==> src/rtl/mem_lsu_pkg.sv <==
// Shared opcodes, access-size codes and FSM encoding for the memory-stage LSU.
package mem_lsu_pkg;

    localparam int XLEN = 32;
    localparam int ADDR_LSB = 2;

    localparam logic [6:0] OPC_LOAD  = 7'b0000011;
    localparam logic [6:0] OPC_STORE = 7'b0100011;

    localparam logic [2:0] F3_B  = 3'b000;
    localparam logic [2:0] F3_H  = 3'b001;
    localparam logic [2:0] F3_W  = 3'b010;
    localparam logic [2:0] F3_BU = 3'b100;
    localparam logic [2:0] F3_HU = 3'b101;

    typedef enum logic [1:0] {
        S_IDLE,
        S_REQ,
        S_WAIT,
        S_DONE
    } lsu_state_e;

    function automatic logic f3_legal(input logic is_store, input logic [2:0] f3);
        logic ok;
        ok = 1'b0;
        unique case (1'b1)
            (f3 == F3_B), (f3 == F3_H), (f3 == F3_W): ok = 1'b1;
            (f3 == F3_BU), (f3 == F3_HU):             ok = !is_store;
            default:                                  ok = 1'b0;
        endcase
        return ok;
    endfunction

    function automatic logic misaligned(input logic [2:0] f3, input logic [1:0] off);
        return ((f3[1:0] == 2'b01) && off[0]) ||
               ((f3[1:0] == 2'b10) && (off != 2'b00));
    endfunction

endpackage

==> src/rtl/mem_lsu_if.sv <==
// Data-bus port: req/gnt request phase, rvalid response phase.
interface mem_lsu_if;
    import mem_lsu_pkg::*;

    logic            req;
    logic            we;
    logic [XLEN-1:0] addr;
    logic [3:0]      be;
    logic [XLEN-1:0] wdata;
    logic            gnt;
    logic            rvalid;
    logic [XLEN-1:0] rdata;
    logic            err;

    modport master (
        output req, we, addr, be, wdata,
        input  gnt, rvalid, rdata, err
    );

    modport slave (
        input  req, we, addr, be, wdata,
        output gnt, rvalid, rdata, err
    );

endinterface

==> src/rtl/lsu_align.sv <==
// Byte-lane steering: store data/enables out, shifted and extended load data in.
module lsu_align
    import mem_lsu_pkg::*;
(
    input  logic [2:0]      funct3,
    input  logic [1:0]      offset,
    input  logic [XLEN-1:0] store_data,
    input  logic [XLEN-1:0] rdata,
    output logic [3:0]      be,
    output logic [XLEN-1:0] wdata,
    output logic [XLEN-1:0] load_val
);

    logic [XLEN-1:0] shifted;

    always_comb begin
        be    = 4'b1111;
        wdata = store_data;
        unique case (funct3[1:0])
            2'b00: begin
                be    = 4'b0001 << offset;
                wdata = {4{store_data[7:0]}};
            end
            2'b01: begin
                be    = 4'b0011 << {offset[1], 1'b0};
                wdata = {2{store_data[15:0]}};
            end
            default: begin
                be    = 4'b1111;
                wdata = store_data;
            end
        endcase
    end

    always_comb begin
        shifted  = rdata >> {offset, 3'b000};
        load_val = shifted;
        unique case (funct3)
            F3_B:    load_val = {{24{shifted[7]}}, shifted[7:0]};
            F3_H:    load_val = {{16{shifted[15]}}, shifted[15:0]};
            F3_BU:   load_val = {24'b0, shifted[7:0]};
            F3_HU:   load_val = {16'b0, shifted[15:0]};
            default: load_val = shifted;
        endcase
    end

endmodule

==> src/rtl/mem_lsu.sv <==
// Memory-stage load/store unit: one bus transaction per access, stalls until done.
module mem_lsu
    import mem_lsu_pkg::*;
(
    input  logic            clk,
    input  logic            rst,
    input  logic            valid_i,
    input  logic [6:0]      opcode_i,
    input  logic [2:0]      funct3_i,
    input  logic [XLEN-1:0] alu_out_i,
    input  logic [XLEN-1:0] store_data_i,
    output logic            stall_o,
    output logic [XLEN-1:0] load_out_o,
    output logic            exc_o,
    mem_lsu_if.master       dbus
);

    lsu_state_e      state;
    logic [2:0]      f3_q;
    logic [1:0]      off_q;
    logic            is_ld;
    logic            is_st;
    logic            mem_op;
    logic            bad;
    logic [2:0]      sel_f3;
    logic [1:0]      sel_off;
    logic [3:0]      be_al;
    logic [XLEN-1:0] wdata_al;
    logic [XLEN-1:0] load_val;

    assign is_ld  = (opcode_i == OPC_LOAD);
    assign is_st  = (opcode_i == OPC_STORE);
    assign mem_op = valid_i && (is_ld || is_st);
    assign bad    = !f3_legal(is_st, funct3_i) ||
                    misaligned(funct3_i, alu_out_i[1:0]);

    // Stores align from live inputs at accept; loads extend from the latched request.
    assign sel_f3  = (state == S_IDLE) ? funct3_i : f3_q;
    assign sel_off = (state == S_IDLE) ? alu_out_i[1:0] : off_q;

    assign stall_o = ((state == S_IDLE) && mem_op) ||
                     (state == S_REQ) || (state == S_WAIT);

    lsu_align u_align (
        .funct3     (sel_f3),
        .offset     (sel_off),
        .store_data (store_data_i),
        .rdata      (dbus.rdata),
        .be         (be_al),
        .wdata      (wdata_al),
        .load_val   (load_val)
    );

    always_ff @(posedge clk) begin
        if (rst) begin
            state      <= S_IDLE;
            f3_q       <= 3'b000;
            off_q      <= 2'b00;
            load_out_o <= '0;
            exc_o      <= 1'b0;
            dbus.req   <= 1'b0;
            dbus.we    <= 1'b0;
            dbus.addr  <= '0;
            dbus.be    <= 4'b0000;
            dbus.wdata <= '0;
        end else begin
            exc_o <= 1'b0;
            unique case (state)
                S_IDLE: begin
                    if (mem_op && bad) begin
                        state <= S_DONE;
                        exc_o <= 1'b1;
                    end else if (mem_op) begin
                        state      <= S_REQ;
                        f3_q       <= funct3_i;
                        off_q      <= alu_out_i[1:0];
                        dbus.req   <= 1'b1;
                        dbus.we    <= is_st;
                        dbus.addr  <= {alu_out_i[XLEN-1:ADDR_LSB], 2'b00};
                        dbus.be    <= be_al;
                        dbus.wdata <= wdata_al;
                    end
                end
                S_REQ: begin
                    if (dbus.gnt) begin
                        dbus.req <= 1'b0;
                        state    <= dbus.we ? S_DONE : S_WAIT;
                    end
                end
                S_WAIT: begin
                    if (dbus.rvalid) begin
                        state <= S_DONE;
                        if (dbus.err) exc_o <= 1'b1;
                        else load_out_o <= load_val;
                    end
                end
                S_DONE: state <= S_IDLE;
                default: state <= S_IDLE;
            endcase
        end
    end

endmodule
==> src/flat_wrapper.sv <==
// flat-port wrapper written by rule: the top's interface ports become plain ports
module mem_lsu_flat import mem_lsu_pkg::*;
  (clk, rst, valid_i, opcode_i, funct3_i, alu_out_i, store_data_i, stall_o, load_out_o, exc_o, dbus_req, dbus_we, dbus_addr, dbus_be, dbus_wdata, dbus_gnt, dbus_rvalid, dbus_rdata, dbus_err);
  mem_lsu_if dbus_i ();
  input  logic clk;
  input  logic rst;
  input  logic valid_i;
  input  logic [6:0] opcode_i;
  input  logic [2:0] funct3_i;
  input  logic [XLEN-1:0] alu_out_i;
  input  logic [XLEN-1:0] store_data_i;
  output logic stall_o;
  output logic [XLEN-1:0] load_out_o;
  output logic exc_o;
  output wire logic [$bits(dbus_i.req)-1:0] dbus_req;
  output wire logic [$bits(dbus_i.we)-1:0] dbus_we;
  output wire logic [$bits(dbus_i.addr)-1:0] dbus_addr;
  output wire logic [$bits(dbus_i.be)-1:0] dbus_be;
  output wire logic [$bits(dbus_i.wdata)-1:0] dbus_wdata;
  input wire logic [$bits(dbus_i.gnt)-1:0] dbus_gnt;
  input wire logic [$bits(dbus_i.rvalid)-1:0] dbus_rvalid;
  input wire logic [$bits(dbus_i.rdata)-1:0] dbus_rdata;
  input wire logic [$bits(dbus_i.err)-1:0] dbus_err;
  assign dbus_req = dbus_i.req;
  assign dbus_we = dbus_i.we;
  assign dbus_addr = dbus_i.addr;
  assign dbus_be = dbus_i.be;
  assign dbus_wdata = dbus_i.wdata;
  assign dbus_i.gnt = dbus_gnt;
  assign dbus_i.rvalid = dbus_rvalid;
  assign dbus_i.rdata = dbus_rdata;
  assign dbus_i.err = dbus_err;
  mem_lsu u_core (.clk(clk), .rst(rst), .valid_i(valid_i), .opcode_i(opcode_i), .funct3_i(funct3_i), .alu_out_i(alu_out_i), .store_data_i(store_data_i), .stall_o(stall_o), .load_out_o(load_out_o), .exc_o(exc_o), .dbus(dbus_i));
endmodule
==> config.mk <==
export PLATFORM = sky130hd
export DESIGN_NAME = mem_lsu_flat
export DESIGN_NICKNAME = d
export VERILOG_FILES = /design/src/rtl/mem_lsu_pkg.sv /design/src/rtl/mem_lsu_if.sv /design/src/rtl/lsu_align.sv /design/src/rtl/mem_lsu.sv /design/src/flat_wrapper.sv
export SDC_FILE = /design/constraint.sdc
export NUM_CORES = 1
export LEC_CHECK = 0
export BUFFER_PORTS_ARGS = -buffer_cell sky130_fd_sc_hd__buf_2
export CAP_MARGIN = 20
export CORE_MARGIN = 2
export CORE_UTILIZATION = 44
export CTS_CLUSTER_DIAMETER = 150
export DETAILED_ROUTE_END_ITERATION = 10
export PLACE_DENSITY = 0.75
export SYNTH_ARGS = -nofsm -noshare
export SYNTH_HDL_FRONTEND = slang
export SYNTH_SLANG_ARGS = --single-unit
export TNS_END_PERCENT = 100
==> constraint.sdc <==
create_clock -name clk -period 2.3 [get_ports clk]
set_input_delay 0.115 -clock clk [delete_from_list [all_inputs] [get_ports clk]]
set_output_delay 0.115 -clock clk [all_outputs]
set_load 0.05 [all_outputs]
==> flow_summary.yaml, run 1 <==
critical_path:
  cp-start-kind: "register"
  path_class: "reg2reg"
  path_max_fanout: 18
  end_kind: "register"
  crit_arrival_ns: 2.41
  regToRegStartpoint: "u_core.state[1]$_SDFFE_PP0P_"
  required_ns: 2.56
  setup.worst_path.start: "u_core.state[1]$_SDFFE_PP0P_"
grt:
  grt_usage_pct: 23.23
  antenna_found_initial: 0
  grt_pass1_vias: 4871
  grt_max_degree: 48
  use_met3_pct: 2.667
  grt_first_pass_wirelength_um: 24160
  gr-usage-met2_pct: 38.54
  grt_busiest_layer: "met2"
  grt_overflow_total: 0
  grtUsageMet1_pct: 31.06
synth:
  ys_async_sr_fraction_pct: 0
  synthCells: 635
  yosysUniqueCellTypes: 47
  synth.avg_cell_area_um2: 7.986
  syn-cell-area_um2: 5071
  synth_seq_cells: 108
  synth_edf_count: 0
  ys_top_cells_by_area: "dfxtp_1 43%, nand2_1 11%, a21oi_1 6.3%, nor2_1 6.1%, a211oi_1 3.7%"
  yosys_warnings: 0
  synth_top_area_share_pct: 42.64
  synth_flop_cell: "dfxtp_1"
  ys_seq_area_share_pct: 42.64
  synth_top_cell_by_area: "dfxtp_1"
power:
  power.leakage_nw: 2.970
  total_power_mw: 5.071
  powerDensity_nw_per_um2: 753.7
  vdd_drop_max_v: 0.0004153
placed_design:
  portBuffers: 213
  pre_cts_ws_ns: -0.0007550
  place_hpwl_um: 10680
  place_congestion: 0.8985
  placedCellCount: 962
die:
  rows: 39
  core_area_um2: 11320
  dieWidth_um: 111.4
  die_area_um2: 12400
  start_util_pct: 44.79
  dieHeight_um: 111.4
  io_pins: 216
timing:
  finalSetupViolCount: 0
  period_share_pct: 93.75
  rsz0062_at_grt: "false"
  hold_viol_final: 0
  relSlewSlack_pct: 59.93
  setup_slack_ns: 0.1437
  slew_viol_final: 0
  worst_clock_skew_ns: 0.009246
  period_minus_slack_ns: 2.156
  worst_slew_pin_slew_ns: 0.6010
  max_freq_ghz: 0.4638
finish:
  final_cells: 992
  syn_to_final_growth_pct: 32.67
  nets: 960
  drive_above_1_share_pct: 33.10
  final_core_util_pct: 59.43
  n_antenna_cell: 0
min_path:
  min_from: "alu_out_i[8]"
  min_path_type: "in2reg"
clock_tree:
  clkSinkCount: 108
  cts_buffers: 9
  cts_tree: "done"
  cts_buffer_depth: 2
  ctsRootBufferMaster: "clkbuf_16"
  clk_pin_slew_worst_paths_ns: 0.07
  h-tree-depth: 3
  clock_latency_ns: 0.35
route:
  vias: 5271
  drc: 0
  drtPass1Iterations: 5
  drt_iter0_markers: 481
  viasPerCell: 5.314
  postRouteAntennaNets: 0
  wl_per_cell_um: 15.07
  routed_wl_um: 14950
outcome:
  outcome: "complete, no violations"
job:
  drv_cap: 0
## synthesized netlist by cell type, types with 2 or more instances
master and number:
a211oi_1 25, o21ai_0 6, buf_4 8, nor3_1 13
a211oi_2 10, mux2_2 3, nand2b_1 3, a311oi_1 16
mux2i_4 3, buf_6 3, inv_1 14, nand4_1 3
a22oi_1 2, ha_1 3, and2_1 4, mux2i_1 18
nor2_1 83, clkbuf_1 25, nand3_1 17, a222oi_1 8
nand2_1 151, o22ai_1 7, dfxtp_1 108, buf_2 14
nor2_2 2, a221oi_1 2, a21oi_1 64
## cell usage in the layout, fill, tap and decap left out, types with 4 or more instances in the layout
master / n
buf_2: 212
nand2_1: 151
clkbuf_16: 9
a211oi_2: 10
a311oi_1: 16
mux2i_1: 18
buf_4: 16
nand3_1: 17
inv_1: 14
a211oi_1: 25
a222oi_1: 8
dfxtp_1: 108
a21oi_1: 64
dlygate4sd3_1: 14
o21ai_0: 6
buf_12: 6
and2_1: 4
nor3_1: 13
o22ai_1: 7
nor2_1: 82
## per-layer routing
layer / share of wire, % / wire (um)
met3: 6.6 / 987
met4: 2.8 / 415
met1: 43 / 6423
met2: 48 / 7125
met5: 0 / 0
## cells by family after synthesis
group,after synthesis,synth area share [%]
buf+inv,65,6.415
other cells,1,0.07395
simple gates,285,23.34
mux,25,5.847
flops,108,42.64
fa+ha+maj,3,0.7403
compound gates,148,20.95
## flip-flops by register name, indices dropped and copies added, names as in the netlist
name	flops
u_core.dbus.be	4
u_core.exc_o	1
u_core.dbus.wdata	32
u_core.dbus.req	1
u_core.off_q	2
u_core.dbus.addr	30
u_core.dbus.we	1
u_core.f3_q	3
u_core.state	2
u_core.load_out_o	32
## power breakdown
part,total [mW],internal (mW),switching [mW]
logic,1.61,0.617,0.992
clock network,1.50,0.797,0.706
registers,1.96,1.93,0.0331
## timing repair
action | 4_1_cts | 5_1_grt
gates resized for setup | 1 | 1
pin swaps | 1 | 1
hold buffers | 14 | 0
setup endpoints to repair | 1 | 7
setup buffers | 0 | 1
endpoints found under the hold margin | 14 | 0
## metrics by stage
step,hold slack [ns],TNS [ns],instance area [um2]
3_5_place_dp,0.3628,-0.0007550,6290
3_3_place_gp,0.3570,0,6290
5_1_grt,0.01289,0,6728
6_report,0.005609,0,6728
4_1_cts,0.0001561,0,6716
2_1_floorplan,0.2510,0,5075
## worst paths after layout
path / endpoint / slack [ns] / depth (start not counted)
min: u_core.dbus.addr[8]$_SDFFE_PP0P_ / 0.006 / 3
max: u_core.load_out_o[12]$_SDFFE_PP0P_ / 0.14 / 9
min reg2reg: u_core.dbus.wdata[5]$_SDFFE_PP0P_ / 0.45 / 2
max reg2reg: u_core.load_out_o[12]$_SDFFE_PP0P_ / 0.14 / 9
## critical path, cell delays in order, from the launching register on
cell and delay (ns):
dfxtp_1 0.33, inv_1 0.10, ha_2 0.28, buf_12 0.18, mux2i_4 0.28, buf_4 0.22, nand3_1 0.22, o22ai_1 0.19
a211oi_1 0.06, nor3_1 0.20
## area by class of cell
class | count | area, um2
clock inverter | 4 | 31.28
fill | 1041 | 4593
multi-input combinational | 463 | 2597
clock buffer | 11 | 252.7
tap | 143 | 178.9
sequential | 108 | 2162
inverter | 14 | 52.55
timing repair buffer | 249 | 1453
Power figures use the tool's default switching activity.
==> run 2: changes to the inputs <==
Settings changed: CORE_UTILIZATION 44 to 48, PLACE_DENSITY 0.75 to 0.8.
==> run 2 against run 1 <==
Worst setup slack lost 0.028 ns. Critical path type unchanged. Largest cell class unchanged. First-iteration DRC count increased by 11%. Total power fell by 6.4%. Hold slack better by 0.013 ns. Critical endpoint is now u_core.load_out_o[9]$_SDFFE_PP0P_. Cell count grew 1.6%.
==> flow_summary.yaml, run 2 (synthesis gave the netlist of run 1 again) <==
outcome:
  outcome: "complete, no violations"
die:
  rows: 37
  die_area_um2: 11400
  start_util_pct: 49.34
  core_area_um2: 10280
  dieHeight_um: 106.8
  dieWidth_um: 106.8
  io_pins: 216
finish:
  syn_to_final_growth_pct: 35.31
  n_antenna_cell: 0
  layout_commonest_cell: "buf_2"
  fill_cells: 876
  reg_top3: "u_core.dbus.wdata: 32 flops, u_core.load_out_o: 32 flops, u_core.dbus.addr: 30 flops"
  nets: 982
  final_cell_mix: "212 x buf_2, 151 x nand2_1, 108 x dfxtp_1, 82 x nor2_1, 64 x a21oi_1"
  drive_above_1_share_pct: 32.57
critical_path:
  cp_cell_sequence: "inv_1 > ha_4 > mux2i_4 > buf_4 > nand4_1 > buf_4 > o22ai_1 > a211oi_1 > nor3_1"
  cp_num_buf_inv: 3
  required_ns: 2.59
  crit_path_frequent_cell: "buf_4"
  crit_arrival_ns: 2.47
  r2r-end: "u_core.load_out_o[9]$_SDFFE_PP0P_"
  end_kind: "register"
  path_class: "reg2reg"
  regToRegStartpoint: "u_core.state[0]$_SDFFE_PP0P_"
  reg2reg_slack_ns: 0.12
  path_max_fanout: 22
  r2r_cells: 9
  crit_family: "buffers and inverters"
  crit_slowest_cell: "dfxtp_1"
  worst_path_largest_cell_delay_ns: 0.34
  cp-start-kind: "register"
min_path:
  hold_end: "u_core.dbus.wdata[23]$_SDFFE_PP0P_"
  min_from: "store_data_i[23]"
  min_path_type: "in2reg"
  holdPathStages: 3
route:
  drtPass1Iterations: 7
  drc: 0
  drt_iter0_markers: 534
  postRouteAntennaNets: 0
  routed_wl_um: 15940
  wl_per_cell_um: 15.82
  viasPerCell: 5.465
  vias: 5509
power:
  vdd_drop_max_v: 0.0003952
  internal-power_mw: 2.990
  p_seq_share_pct: 41.3
  powerDensity_nw_per_um2: 691.3
  power.leakage_nw: 3.018
  p_comb_share_pct: 35.4
  total_power_mw: 4.744
  p_clk_share_pct: 23.3
  swShare_pct: 36.97
  power_switching_mw: 1.754
clock_tree:
  clock_latency_ns: 0.37
  clk_pin_slew_worst_paths_ns: 0.11
  h-tree-depth: 3
  cts_buffer_depth: 2
  clkSinkCount: 108
  ctsRootBufferMaster: "clkbuf_8"
  cts_buffers: 9
  cts_tree: "done"
timing:
  finalSetupViolCount: 0
  relSlewSlack_pct: 57.90
  worst_slew_pin_slew_ns: 0.6315
  hold_viol_final: 0
  max_freq_ghz: 0.4579
  setup_slack_ns: 0.1161
  worst_clock_skew_ns: 0.01622
  slew_viol_final: 0
  period_share_pct: 94.95
  period_minus_slack_ns: 2.184
grt:
  grt_max_degree: 75
  grt_usage_pct: 26.11
  grt_pass1_vias: 4965
  grt_overflow_total: 0
  antenna_found_initial: 0
  grt_first_pass_wirelength_um: 24280
placed_design:
  portBuffers: 213
  place_congestion: 0.9488
  place_hpwl_um: 10800
  pre_cts_ws_ns: -0.1218
job:
  drv_cap: 0
## run 2: cell count changes in the layout (fill, tap and decap cells not counted), moves of 2 or more
cell,before,now
clkinv_4,1,3
dlygate4sd3_1,14,35
buf_12,6,3
clkbuf_8,2,9
clkbuf_16,9,2
buf_4,16,18
## run 2: final cells by class
cell class / instances / area, um2 / area share, %
Clock inverter: 6 / 60.06 / 0.8753
Clock buffer: 10 / 127.6 / 1.860
Multi-Input combinational cell: 463 / 2621 / 38.20
Timing Repair Buffer: 271 / 1668 / 24.31
Tap cell: 136 / 170.2 / 2.480
Inverter: 14 / 52.55 / 0.7659
Sequential cell: 108 / 2162 / 31.51
## run 2: layer usage
layer	global-route usage (%)	part of all wire (%)	vias to the layer above
met5	0	0	-
li1	-	-	2652
met4	7.699	1.8	0
met2	42.49	49	299
met3	4.195	8.3	32
met1	35.76	41	2526
## run 2: worst min-delay path, cell delays in order
cell      delay [ns]
buf_2           0.10
nand2_1         0.05
a311oi_1        0.08
## run 2: per-stage QoR
stage | TNS, ns | utilization (%) | hold WS (ns) | instance area (um2) | cells
after CTS | 0 | 65.84 | 0.0002977 | 6766 | 1003
after floorplan | 0 | - | 0.2510 | 5075 | 636
after detailed placement | -2.071 | 60.68 | 0.3617 | 6236 | 954
final | 0 | 66.76 | 0.01890 | 6862 | 1008
after global routing | -0.01034 | 66.76 | 0.003472 | 6862 | 1008
after global placement | 0 | 60.68 | 0.3574 | 6236 | 954
## run 2: what timing repair did
item,CTS,global route
hold endpoints to repair,33,2
cloned,0,2
setup endpoints to repair,60,51
buffers inserted,0,1
pin swaps,0,3
hold buffers,33,2
gates resized for setup,2,4
## run 2: power by group through the flow
stage | registers [mW] | logic (mW) | clock network (mW)
after CTS | 1.96 | 1.63 | 1.13
after floorplan | 2.17 | 0.973 | 0
after detailed placement | 2.00 | 1.56 | 0
final | 1.96 | 1.68 | 1.10
after global routing | 1.97 | 1.80 | 1.20
after global placement | 2.00 | 1.52 | 0
## run 2: worst max-delay path by stage
stage	slack, ns	cells past startpoint	to	start
after CTS	0.07	10	u_core.load_out_o[8]$_SDFFE_PP0P_	u_core.state[0]$_SDFFE_PP0P_
after floorplan	0.26	9	u_core.load_out_o[25]$_SDFFE_PP0P_	u_core.state[0]$_SDFFE_PP0P_
final	0.12	9	u_core.load_out_o[9]$_SDFFE_PP0P_	u_core.state[0]$_SDFFE_PP0P_
after global routing	-0.006	10	u_core.load_out_o[13]$_SDFFE_PP0P_	u_core.state[0]$_SDFFE_PP0P_
after global placement	0.01	8	u_core.load_out_o[15]$_SDFFE_PP0P_	u_core.state[0]$_SDFFE_PP0P_
after detailed placement	-0.12	10	u_core.load_out_o[8]$_SDFFE_PP0P_	u_core.state[0]$_SDFFE_PP0P_
==> run 3: changes to the inputs <==
Settings changed: ABC_AREA from default to 1, PLACE_DENSITY 0.8 to 0.78.
==> run 3 against run 2 <==
Cell area is 9.3% higher. Global-route usage shrank 1.2 points. Via count grew 11%. Routed wire length is 0.78% lower. Critical path depth increased by 1. Largest cell class unchanged.
==> flow_summary.yaml, run 3 <==
critical_path:
  cp-start-kind: "register"
  crit_arrival_ns: 2.38
  required_ns: 2.60
  path_class: "reg2reg"
  end_kind: "register"
  setup.worst_path.start: "u_core.state[0]$_SDFFE_PP0P_"
  path_max_fanout: 17
  regToRegStartpoint: "u_core.state[0]$_SDFFE_PP0P_"
  reg2reg_slack_ns: 0.22
timing:
  worst_slew_pin_slew_ns: 0.5200
  hold_viol_final: 0
  worst_clock_skew_ns: 0.009391
  relSlewSlack_pct: 65.29
  slew_viol_final: 0
  period_share_pct: 90.42
  max_freq_ghz: 0.4808
  rsz0062_at_grt: "false"
  period_minus_slack_ns: 2.080
  finalSetupViolCount: 0
  tns_ns: 0
finish:
  nets: 1272
  regArea_um2: 2162
  reg_top3: "u_core.dbus.wdata: 32 flops, u_core.load_out_o: 32 flops, u_core.dbus.addr: 30 flops"
  syn_to_final_growth_pct: 30.80
  n_antenna_cell: 0
  fill_cells: 1078
  layout_commonest_cell: "nand2_1"
  final_core_util_pct: 65.15
  final_cell_mix: "264 x nand2_1, 213 x buf_2, 212 x nor2_1, 143 x inv_1, 108 x dfxtp_1"
  multiInputGateArea_um2: 2780
  drive_above_1_share_pct: 24.44
placed_design:
  place_hpwl_um: 11240
  place_congestion: 0.8965
  portBuffers: 213
die:
  rows: 39
  core_area_um2: 11520
  io_pins: 216
  die_area_um2: 12840
  dieHeight_um: 113.3
  dieWidth_um: 113.3
  start_util_pct: 49.80
power:
  swShare_pct: 37.77
  internal-power_mw: 3.392
  p_seq_share_pct: 36.6
  total_power_mw: 5.451
  p_clk_share_pct: 29.8
  power_switching_mw: 2.059
  p_comb_share_pct: 33.6
  powerDensity_nw_per_um2: 726.6
  vdd_drop_max_v: 0.0004390
  power.leakage_nw: 4.403
synth:
  synth.avg_cell_area_um2: 6.121
  synth.most_common_cell: "nand2_1"
  synth_top_area_share_pct: 37.70
  synth_edf_count: 0
  synthCells: 937
  ys_top_cells_by_area: "dfxtp_1 38%, nand2_1 17%, nor2_1 14%, inv_1 9.4%, o21ai_0 4.4%"
  synth_flop_cell: "dfxtp_1"
  synth_seq_cells: 108
  ys_top_cells_by_count: "264 x nand2_1, 213 x nor2_1, 144 x inv_1"
  syn-cell-area_um2: 5736
  synth_top_cell_by_area: "dfxtp_1"
  ys_async_sr_fraction_pct: 0
  yosys_warnings: 0
  ys_seq_area_share_pct: 37.70
  yosysUniqueCellTypes: 30
route:
  routed_wl_um: 15820
  drt_iter0_markers: 400
  postRouteAntennaNets: 0
  vias: 6126
  wl_per_cell_um: 12.12
  viasPerCell: 4.694
  drtPass1Iterations: 7
  drc: 0
job:
  drv_cap: 0
grt:
  grt_max_degree: 70
  grt_pass1_vias: 5782
  grt_usage_pct: 24.90
  antenna_found_initial: 0
  grt_first_pass_wirelength_um: 26180
  grt_overflow_total: 0
clock_tree:
  clock_latency_ns: 0.35
  postCtsSetupBuffers: 0
  ctsRootBufferMaster: "clkbuf_16"
  clkSinkCount: 108
  cts_buffer_depth: 2
  cts_buffers: 9
  clk_pin_slew_worst_paths_ns: 0.08
  h-tree-depth: 3
  cts_tree: "done"
outcome:
  outcome: "complete, no violations"
min_path:
  min_path_type: "in2reg"
  min_from: "alu_out_i[29]"
==> run 3: changes by cell type after synthesis, sizes merged, moves of 13 or more <==
cell / delta
a21oi: -45
nand3: +13
inv: +134
nand2: +122
mux2i: -21
a311oi: -16
nor3: -13
a211oi: -35
nor2: +133
o21ai: +65
==> run 3: metal layers <==
layer	up-vias	GRT usage (%)	part of all wire [%]
li1	3220	-	-
met1	2660	28.50	41
met2	208	43.11	48
met3	38	6.427	7.4
met4	0	12.20	2.8
met5	-	0	0
==> run 3: worst paths after layout <==
path	end	cells after the start
setup / recovery	u_core.load_out_o[21]$_SDFFE_PP0P_	10
hold / removal	u_core.dbus.addr[29]$_SDFFE_PP0P_	3
setup reg to reg	u_core.load_out_o[21]$_SDFFE_PP0P_	10
hold reg to reg	u_core.dbus.req$_SDFFE_PP0P_	2
==> run 3: final cells by class <==
type / count / share of cell area [%]
well taps: 143 / 2.385
clock inverters: 7 / 1.084
repair buffers: 258 / 20.18
clock buffers: 9 / 3.002
inverters: 148 / 7.472
flip-flops and latches: 108 / 28.82
multi-input cells: 632 / 37.06
==> run 3: cell families (layout without fill, tap and decap cells) <==
kind of cell               count (synthesis)  in the layout  synth area share [%]
buffers and inverters                    198            422                 14.16
other                                      1              2               0.06538
AOI/OAI and AO/OA                        103            103                 10.62
and+or+nand+nor                          524            524                 36.80
adders and majority gates                  3              3                0.6545
DFF                                      108            108                 37.70
==> run 3: timing repair <==
item,in CTS,in global routing
hold buffers,29,0
endpoints found under the hold margin,29,0
resized for setup,0,0
==> run 3: critical path, stage by stage, from the launching register on <==
cell and delay, ns:
dfxtp_1 0.40, inv_1 0.09, ha_1 0.25, buf_4 0.19, o21ai_4 0.31, nand2_4 0.17, nor2_2 0.13, nand3_2 0.10
nand2_4 0.22, o21ai_0 0.11, inv_1 0.05
==> run 3: metrics by stage <==
| step | cell area, um2 | setup WS, ns | cells | hold slack [ns] |
|---|---|---|---|---|
| after floorplan | 5739 | 0.4705 | 938 | 0.2499 |
| after global placement | 6905 | 0.2817 | 1260 | 0.3370 |
| after detailed placement | 6905 | 0.2238 | 1260 | 0.3423 |
| after CTS | 7502 | 0.2088 | 1305 | 0.001255 |
| after global routing | 7502 | 0.02640 | 1305 | 0.02890 |
| final | 7502 | 0.2203 | 1305 | 0.008791 |
==> run 3: power by group through the flow <==
stage / registers (mW) / clock network (mW) / logic, mW
after floorplan: 2.29 / 0 / 1.12
after global placement: 2.04 / 0 / 1.77
after detailed placement: 2.04 / 0 / 1.79
after CTS: 2.00 / 1.66 / 1.83
after global routing: 2.01 / 1.73 / 2.02
final: 2.00 / 1.62 / 1.83
